<file path="src/rtl/core_array_collector.sv">
// Collects one output chunk per MAC core, then streams the chunks out and re-arms the cores.
// Latency: the last core's done sampled at edge t gives out_valid high from edge t; one beat per handshake.
// Backpressure: out_ready low holds out_data/out_idx/out_last; cores reporting during drain/clear set overrun.
module core_array_collector #(
   parameter int WIDTH      = 16,
   parameter int CHUNK_SIZE = 4,
   parameter int NUM_CORES  = 4,
   parameter int OUT_ORDER  = 0,
   localparam int CW = WIDTH * CHUNK_SIZE,
   localparam int IW = (NUM_CORES > 1) ? $clog2(NUM_CORES) : 1
) (
   input  logic                    clk,
   input  logic                    rst_n,
   input  logic                    en,
   input  logic [NUM_CORES-1:0]    core_done,
   input  logic [CW*NUM_CORES-1:0] core_out,
   output logic [CW-1:0]           out_data,
   output logic                    out_valid,
   input  logic                    out_ready,
   output logic                    out_last,
   output logic [IW-1:0]           out_idx,
   output logic                    reset_acc,
   output logic                    busy,
   output logic                    overrun
);

   typedef enum logic [1:0] {
      COLLECT = 2'd0,
      DRAIN   = 2'd1,
      CLEAR   = 2'd2
   } state_t;

   localparam logic [IW-1:0] FIRST_IDX = (OUT_ORDER != 0) ? IW'(NUM_CORES - 1) : IW'(0);
   localparam logic [IW-1:0] LAST_IDX  = (OUT_ORDER != 0) ? IW'(0) : IW'(NUM_CORES - 1);

   state_t                 state, state_nxt;
   logic [CW-1:0]          chunk_reg  [NUM_CORES];
   logic [CW-1:0]          chunk_next [NUM_CORES];
   logic [NUM_CORES-1:0]   done_mask;
   logic [NUM_CORES-1:0]   capture;
   logic [NUM_CORES-1:0]   mask_next;
   logic                   all_done;
   logic                   hs;
   logic [IW-1:0]          next_idx;
   logic [IW-1:0]          rd_idx;
   logic [CW-1:0]          rd_data;

   // Capture qualification: only first done per core, only while collecting and enabled.
   always_comb begin
      capture   = '0;
      if (state == COLLECT && en)
         capture = core_done & ~done_mask;
      mask_next = done_mask | capture;
      all_done  = &mask_next;
      hs        = out_valid & out_ready;
      next_idx  = (OUT_ORDER != 0) ? (out_idx - IW'(1)) : (out_idx + IW'(1));
   end

   // Chunk values as they will be after this edge, so the first beat can see a same-edge capture.
   always_comb begin
      for (int i = 0; i < NUM_CORES; i++)
         chunk_next[i] = capture[i] ? core_out[i*CW +: CW] : chunk_reg[i];
   end

   // Read mux: first index on drain entry, otherwise the index about to be presented.
   always_comb begin
      rd_idx  = (state == COLLECT) ? FIRST_IDX : next_idx;
      rd_data = '0;
      for (int i = 0; i < NUM_CORES; i++)
         if (IW'(i) == rd_idx)
            rd_data = chunk_next[i];
   end

   // State register.
   always_ff @(posedge clk) begin
      if (!rst_n)
         state <= COLLECT;
      else
         state <= state_nxt;
   end

   // Next-state and state-decoded outputs.
   always_comb begin
      state_nxt = state;
      busy      = 1'b0;
      reset_acc = 1'b0;
      case (state)
         COLLECT: begin
            if (all_done)
               state_nxt = DRAIN;
         end
         DRAIN: begin
            busy = 1'b1;
            if (hs && out_last)
               state_nxt = CLEAR;
         end
         CLEAR: begin
            busy      = 1'b1;
            reset_acc = 1'b1;
            state_nxt = COLLECT;
         end
         default: state_nxt = COLLECT;
      endcase
   end

   // Per-core chunk storage; contents are don't-care until the matching mask bit is set.
   always_ff @(posedge clk) begin
      for (int i = 0; i < NUM_CORES; i++)
         if (capture[i])
            chunk_reg[i] <= core_out[i*CW +: CW];
   end

   // Mask, output beat registers and the sticky overrun flag.
   always_ff @(posedge clk) begin
      if (!rst_n) begin
         done_mask <= '0;
         out_valid <= 1'b0;
         out_last  <= 1'b0;
         out_idx   <= '0;
         out_data  <= '0;
         overrun   <= 1'b0;
      end else begin
         if (state != COLLECT && |core_done)
            overrun <= 1'b1;
         case (state)
            COLLECT: begin
               done_mask <= mask_next;
               if (all_done) begin
                  out_valid <= 1'b1;
                  out_idx   <= FIRST_IDX;
                  out_data  <= rd_data;
                  out_last  <= (NUM_CORES == 1);
               end
            end
            DRAIN: begin
               if (hs) begin
                  if (out_last) begin
                     out_valid <= 1'b0;
                     out_last  <= 1'b0;
                     done_mask <= '0;
                  end else begin
                     out_idx  <= next_idx;
                     out_data <= rd_data;
                     out_last <= (next_idx == LAST_IDX);
                  end
               end
            end
            default: begin
               done_mask <= '0;
            end
         endcase
      end
   end

endmodule

</file>
<file path="config.mk">
export PLATFORM = sky130hd
export DESIGN_NAME = core_array_collector
export DESIGN_NICKNAME = d
export VERILOG_FILES = /design/src/rtl/core_array_collector.sv
export SDC_FILE = /design/constraint.sdc
export NUM_CORES = 1
export LEC_CHECK = 0
export ABC_AREA = 1
export CAP_MARGIN = 30
export CORE_AREA = 10 10 212 214
export CTS_BUF_LIST = sky130_fd_sc_hd__clkbuf_2 sky130_fd_sc_hd__clkbuf_4 sky130_fd_sc_hd__clkbuf_8
export CTS_CLUSTER_DIAMETER = 30
export DETAILED_ROUTE_END_ITERATION = 8
export DIE_AREA = 0 0 222 224
export GPL_TIMING_DRIVEN = 1
export PLACE_DENSITY_LB_ADDON = 0.2
export SLEW_MARGIN = 20
export SYNTH_ARGS = -nofsm -noshare
export SYNTH_HDL_FRONTEND = slang
export SYNTH_SLANG_ARGS = --single-unit
</file>
<file path="constraint.sdc">
create_clock -name clk -period 2.35 [get_ports clk]
set_input_delay 0.47 -clock clk [delete_from_list [all_inputs] [get_ports clk]]
set_output_delay 0.47 -clock clk [all_outputs]
set_load 0.03 [all_outputs]
</file>
==> reports/metrics.cfg, run 1 <==
[power_and_ir_drop]
powerDensity_nw_per_um2=1126
power.leakage_nw=10.54
ir_drop_v=0.0005277

[routing]
vias_per_cell=4.782
drc=0
wl_mm=54.32
dr.pass1.iters=5
dr_total_vias=15110
routedWlPerCell_um=17.19
ant_nets=0
drt-initial-drc-count=955

[clock_network]
cts-root-buf=clkbuf_8
clock_latency_ns=0.61
clock-sinks=331
cts_setup_buffers=0
cts_inserted_buffers=80
path_clk_slew_ns=0.05
clk_path_buf_depth=3
cts.htree.levels=3
cts_tree=done

[placement]
post_dp_cell_area_um2=20130
post-dp-hpwl_mm=37.94
io_buffers=334
globalplace.congestion=0.8464

[critical_path]
cp-end-kind=output port
required_ns=1.88
slowest_stage=clkdlybuf4s50_1
worstPathMaxFanout=2
rrSetupSlack_ns=0.22
startpoint_type=register
crit_buf_inv=1
critical_path.top_delay_family=buffers and inverters
worstSetupPathType=register to output port
worstPathArrival_ns=1.82
crit_chain=clkdlybuf4s50_1
slowest_delay_ns=0.86

[yosys]
syn_nets=2473
ys_warn_count=0
synthTopCellsByArea=dfxtp_1 (42%), nand2_1 (12%), inv_1 (9.2%)
synth_top_area_frac=0.4219
seq_area_frac_synth=0.4219
netlist_area_um2=15710
synth_cell_type_count=31
netlist.top_cell.by_area=dfxtp_1
synth_seq_cells=331
syn-mean-instance-area_um2=7.122
synthCells=2205

[sta]
clock.fmax_ghz=0.4362
period_needed_ns=2.292
hold_ws_ns=0.3428
finalSetupViolCount=0
finClkSkew_ns=0.02274
hold_viol_final=0
fin_crit_sh=0.9755
rsz0062_at_grt=false
relSlewSlack=0.6148
worst_pin_slew_ns=0.5760
drv_slew=0

[global_routing]
track_usage=0.2122
grt_pass1_vias=15110
antenna_found_initial=6
grt_pass1_wl_mm=84.34
grt_max_degree=64
grt_overflow=0

[layout]
final_layout_size_suffix_gt1_frac=0.09216
largest_register_ffs=256
layout_common_cells=nand2_1 (482), inv_1 (383), dfxtp_1 (331)
fin_nets=2833
mostFrequentLayoutCell=nand2_1
areaGrowthSynthToFinish_pct=40.19
fin_area_um2=22020
nFillCells=3825

[outcome]
outcome=complete, no violations

[run]
drv_cap=0

[floorplan]
fp-row-count=74
die_w_um=222
initial_core_util=0.3873
dieArea_um2=49730
die_h_um=224
io_pins=335
core_um2=40550

[min_path]
worstHoldPathType=input pin to register

logic make-up after synthesis:
group                    synth area share
adder cells (fa/ha/maj)          0.003187
AND/OR/NAND/NOR                    0.3565
AO/OA/AOI/OAI                     0.09106
flip-flops                         0.4219
buffers and inverters              0.1273
Yosys cell counts, drive strengths merged:
library cell / n
inv: 384
o21a: 111
nor3: 1
o21bai: 3
a41oi: 1
a21oi: 6
clkinv: 1
or2: 17
nand3: 232
nand2: 487
ha: 4
nor2: 141
and2: 128
buf: 56
nand4: 50
dfxtp: 331
clkbuf: 69
o211ai: 64
nand3b: 111
o21ai: 8
path summary, 6_finish.rpt:
kind / startpoint / end / depth (start not counted)
max: out_data[25]$_SDFFE_PN0P_ / out_data[25] / 1
min: rst_n / done_mask[3]$_SDFFE_PN0P_ / 3
max reg2reg: state[0]$_SDFFE_PN0P_ / out_data[49]$_SDFFE_PN0P_ / 12
min reg2reg: chunk_reg[3][1]$_DFF_P_ / chunk_reg[3][1]$_DFF_P_ / 2
through the flow:
step	power, W	TNS (ns)	util	setup WS (ns)	instances
floorplan	0.01415	0	-	0.2315	2205
global placement	0.01679	0	0.4965	0.01568	3015
detailed placement	0.01702	-0.01345	0.4965	-0.009534	3015
CTS	0.02504	0	0.5428	0.007135	3158
global route	0.02657	0	0.5429	0.006598	3160
finish	0.02480	0	0.5429	0.05760	3160
cell type report:
class / count / area [um2] / share of cell area
Multi-Input combinational cell: 1364 / 7151 / 0.3248
Inverter: 385 / 1448 / 0.06575
Timing Repair Buffer: 403 / 4240 / 0.1926
Clock inverter: 30 / 401.6 / 0.01824
Sequential cell: 331 / 6626 / 0.3010
Tap cell: 532 / 665.6 / 0.03023
Clock buffer: 113 / 1480 / 0.06723
Antenna cell: 2 / 5.005 / 0.0002273
per-layer routing:
metal / vias to the layer above / track usage / wire length (um)
met3: 83 / 0.05977 / 3754
li1: 7643 / - / -
met4: 8 / 0.05991 / 1058
met5: - / 0 / 53
met2: 434 / 0.3704 / 26650
met1: 6942 / 0.2490 / 22810
what timing repair did:
action / 4_1_cts / 5_1_grt
endpoints found under the setup margin: 3 / 0
gates resized for setup: 3 / 0
hold buffers: 0 / 0
report_power, final:
group / internal, W / total (W) / switching [W] / leakage (nW)
sequential: 0.00791 / 0.00860 / 0.000683 / 2.76
combinational: 0.00370 / 0.00835 / 0.00465 / 6.80
clock: 0.00506 / 0.00785 / 0.00280 / 0.975
total: 0.0167 / 0.0248 / 0.00813 / 10.5
Note: power is estimated with default switching activity, not from simulation.
==> run 2: changes to the inputs <==
--- a/config.mk
+++ b/config.mk
@@ -6,7 +6,7 @@
 export NUM_CORES = 1
 export LEC_CHECK = 0
 export ABC_AREA = 1
-export CAP_MARGIN = 30
+export CAP_MARGIN = 20
 export CORE_AREA = 10 10 212 214
 export CTS_BUF_LIST = sky130_fd_sc_hd__clkbuf_2 sky130_fd_sc_hd__clkbuf_4 sky130_fd_sc_hd__clkbuf_8
 export CTS_CLUSTER_DIAMETER = 30
==> results of run 2 <==
No change in the layout: final DEF, timing and power equal those of run 1.
==> run 3: changes to the inputs <==
--- a/config.mk
+++ b/config.mk
@@ -14,6 +14,7 @@
 export DIE_AREA = 0 0 222 224
 export GPL_TIMING_DRIVEN = 1
 export PLACE_DENSITY_LB_ADDON = 0.2
+export SETUP_SLACK_MARGIN = 0.2
 export SLEW_MARGIN = 20
 export SYNTH_ARGS = -nofsm -noshare
 export SYNTH_HDL_FRONTEND = slang
==> run 3 against run 2 <==
Compared with the run above: critical path depth increased by 2; count of clock-buffer cells in the layout unchanged; sequential power about the same; fmax increased by 8.7%; non-clock buffer count increased by 5; combinational power about the same; first-iteration DRC count increased by 0.52%; worst setup slack improved by 0.18 ns; highest routed layer unchanged.
==> reports/metrics.cfg, run 3 (synthesis results as in run 1) <==
[global_routing]
antenna_found_initial=6
track_usage=0.2121
grt_max_degree=64
grt_overflow=0
grt_pass1_wl_mm=84.34
grt_pass1_vias=15110

[run]
drv_cap=0

[critical_path]
worstPathMaxFanout=3
worstPathArrival_ns=1.64
worstSetupPathType=register to output port
crit_chain=inv_1 > ha_1 > dlygate4sd2_1
crit_buf_inv=2
startpoint_type=register
critical_path.top_delay_family=buffers and inverters
required_ns=1.88
slowest_delay_ns=0.41
slowest_stage=dlygate4sd2_1
cp-end-kind=output port

[floorplan]
die_h_um=224
fp-row-count=74
core_um2=40550
initial_core_util=0.3873
dieArea_um2=49730
die_w_um=222
io_pins=335

[routing]
routedWlPerCell_um=17.47
drc=0
dr_total_vias=15180
vias_per_cell=4.795
wl_mm=55.30
ant_nets=0
drt-initial-drc-count=960
dr.pass1.iters=5

[power_and_ir_drop]
power.leakage_nw=11.04
post-layout-total-power_w=0.02482
ir_drop_v=0.0005267
powerDensity_nw_per_um2=1122

[layout]
layout_common_cells=nand2_1 (482), inv_1 (382), dfxtp_1 (331)
largest_register_ffs=256
fin_area_um2=22130
areaGrowthSynthToFinish_pct=40.88
nFillCells=3847
register_area_um2=6626
multi_input_area_um2=7183
final_layout_size_suffix_gt1_frac=0.09578
fin_nets=2838
mostFrequentLayoutCell=nand2_1
fin_util=0.5456

[sta]
hold_viol_final=0
rsz0062_at_grt=true
finalSetupViolCount=0
clock.fmax_ghz=0.4744
drv_slew=0
fin_setup_tns_ns=0
finClkSkew_ns=0.02066
relSlewSlack=0.6118
fin_crit_sh=0.8970
worst_pin_slew_ns=0.5762
setup_ws_ns=0.2420
period_needed_ns=2.108

[clock_network]
cts_hold_buf=0
cts_inserted_buffers=80
clock_latency_ns=0.62
path_clk_slew_ns=0.04
cts-root-buf=clkbuf_8
cts.htree.levels=3
clk_path_buf_depth=3
cts_tree=done
clock-sinks=331

[placement]
post-dp-hpwl_mm=37.94
globalplace.congestion=0.8464
post-place-ws_ns=-0.009534
io_buffers=334
post_dp_cell_area_um2=20130

[min_path]
worstHoldPathType=input pin to register

[outcome]
outcome=complete, no violations

==> run 3: changes by cell type in the layout (fill, tap and decap cells not counted), moves of 3 or more <==
| cell | before | now |
|---|---|---|
| clkdlybuf4s50_1 | 330 | 264 |
| dlygate4sd2_1 | 3 | 57 |
| dlymetal6s2s_1 | 0 | 11 |
| clkbuf_16 | 0 | 3 |
==> run 3: timing repair <==
item / in CTS / in global routing
cloned: 0 / 3
setup buffers: 0 / 2
pin swaps: 0 / 3
endpoints found under the setup margin: 59 / 72
resized for setup: 58 / 25
==> run 3: worst paths after layout <==
kind | start | end | slack (ns) | cells after the start
worst min register to register | chunk_reg[3][33]$_DFF_P_ | chunk_reg[3][33]$_DFF_P_ | 0.45 | 2
worst max-delay path | state[0]$_SDFFE_PN0P_ | reset_acc | 0.24 | 3
worst max register to register | state[0]$_SDFFE_PN0P_ | out_data[49]$_SDFFE_PN0P_ | 0.34 | 12
worst min-delay path | rst_n | done_mask[3]$_SDFFE_PN0P_ | 0.35 | 3
==> run 3: worst min-delay path: stages <==
cell	delay [ns]
buf_2	0.12
o21ai_0	0.23
nor2_1	0.08
==> run 3: per-layer routing <==
| metal | track usage | vias up | wire length, um |
|---|---|---|---|
| li1 | - | 7658 | - |
| met4 | 0.05991 | 8 | 1144 |
| met2 | 0.3704 | 431 | 27100 |
| met3 | 0.05951 | 84 | 3672 |
| met1 | 0.2490 | 6994 | 23330 |
| met5 | 0 | - | 53 |
==> run 3: stage by stage <==
| step | hold slack, ns | std cells |
|---|---|---|
| finish | 0.3464 | 3165 |
| global route | 0.3498 | 3165 |
| CTS | 0.2888 | 3158 |
| detailed placement | 0.4391 | 3015 |
| global placement | 0.4330 | 3015 |
| floorplan | 0.4223 | 2205 |
==> run 3: layout make-up <==
| type | count | share of cell area |
|---|---|---|
| multi-input combinational | 1364 | 0.3247 |
| antenna | 2 | 0.0002262 |
| timing repair buffer | 408 | 0.1949 |
| inverter | 385 | 0.06554 |
| clock inverter | 30 | 0.01815 |
| sequential | 331 | 0.2995 |
| tap | 532 | 0.03009 |
| clock buffer | 113 | 0.06690 |
==> run 3: where the power goes <==
part | internal (W) | total, W | switching [W]
combinational | 0.00365 | 0.00837 | 0.00472
clock | 0.00506 | 0.00786 | 0.00281
sequential | 0.00791 | 0.00859 | 0.000675
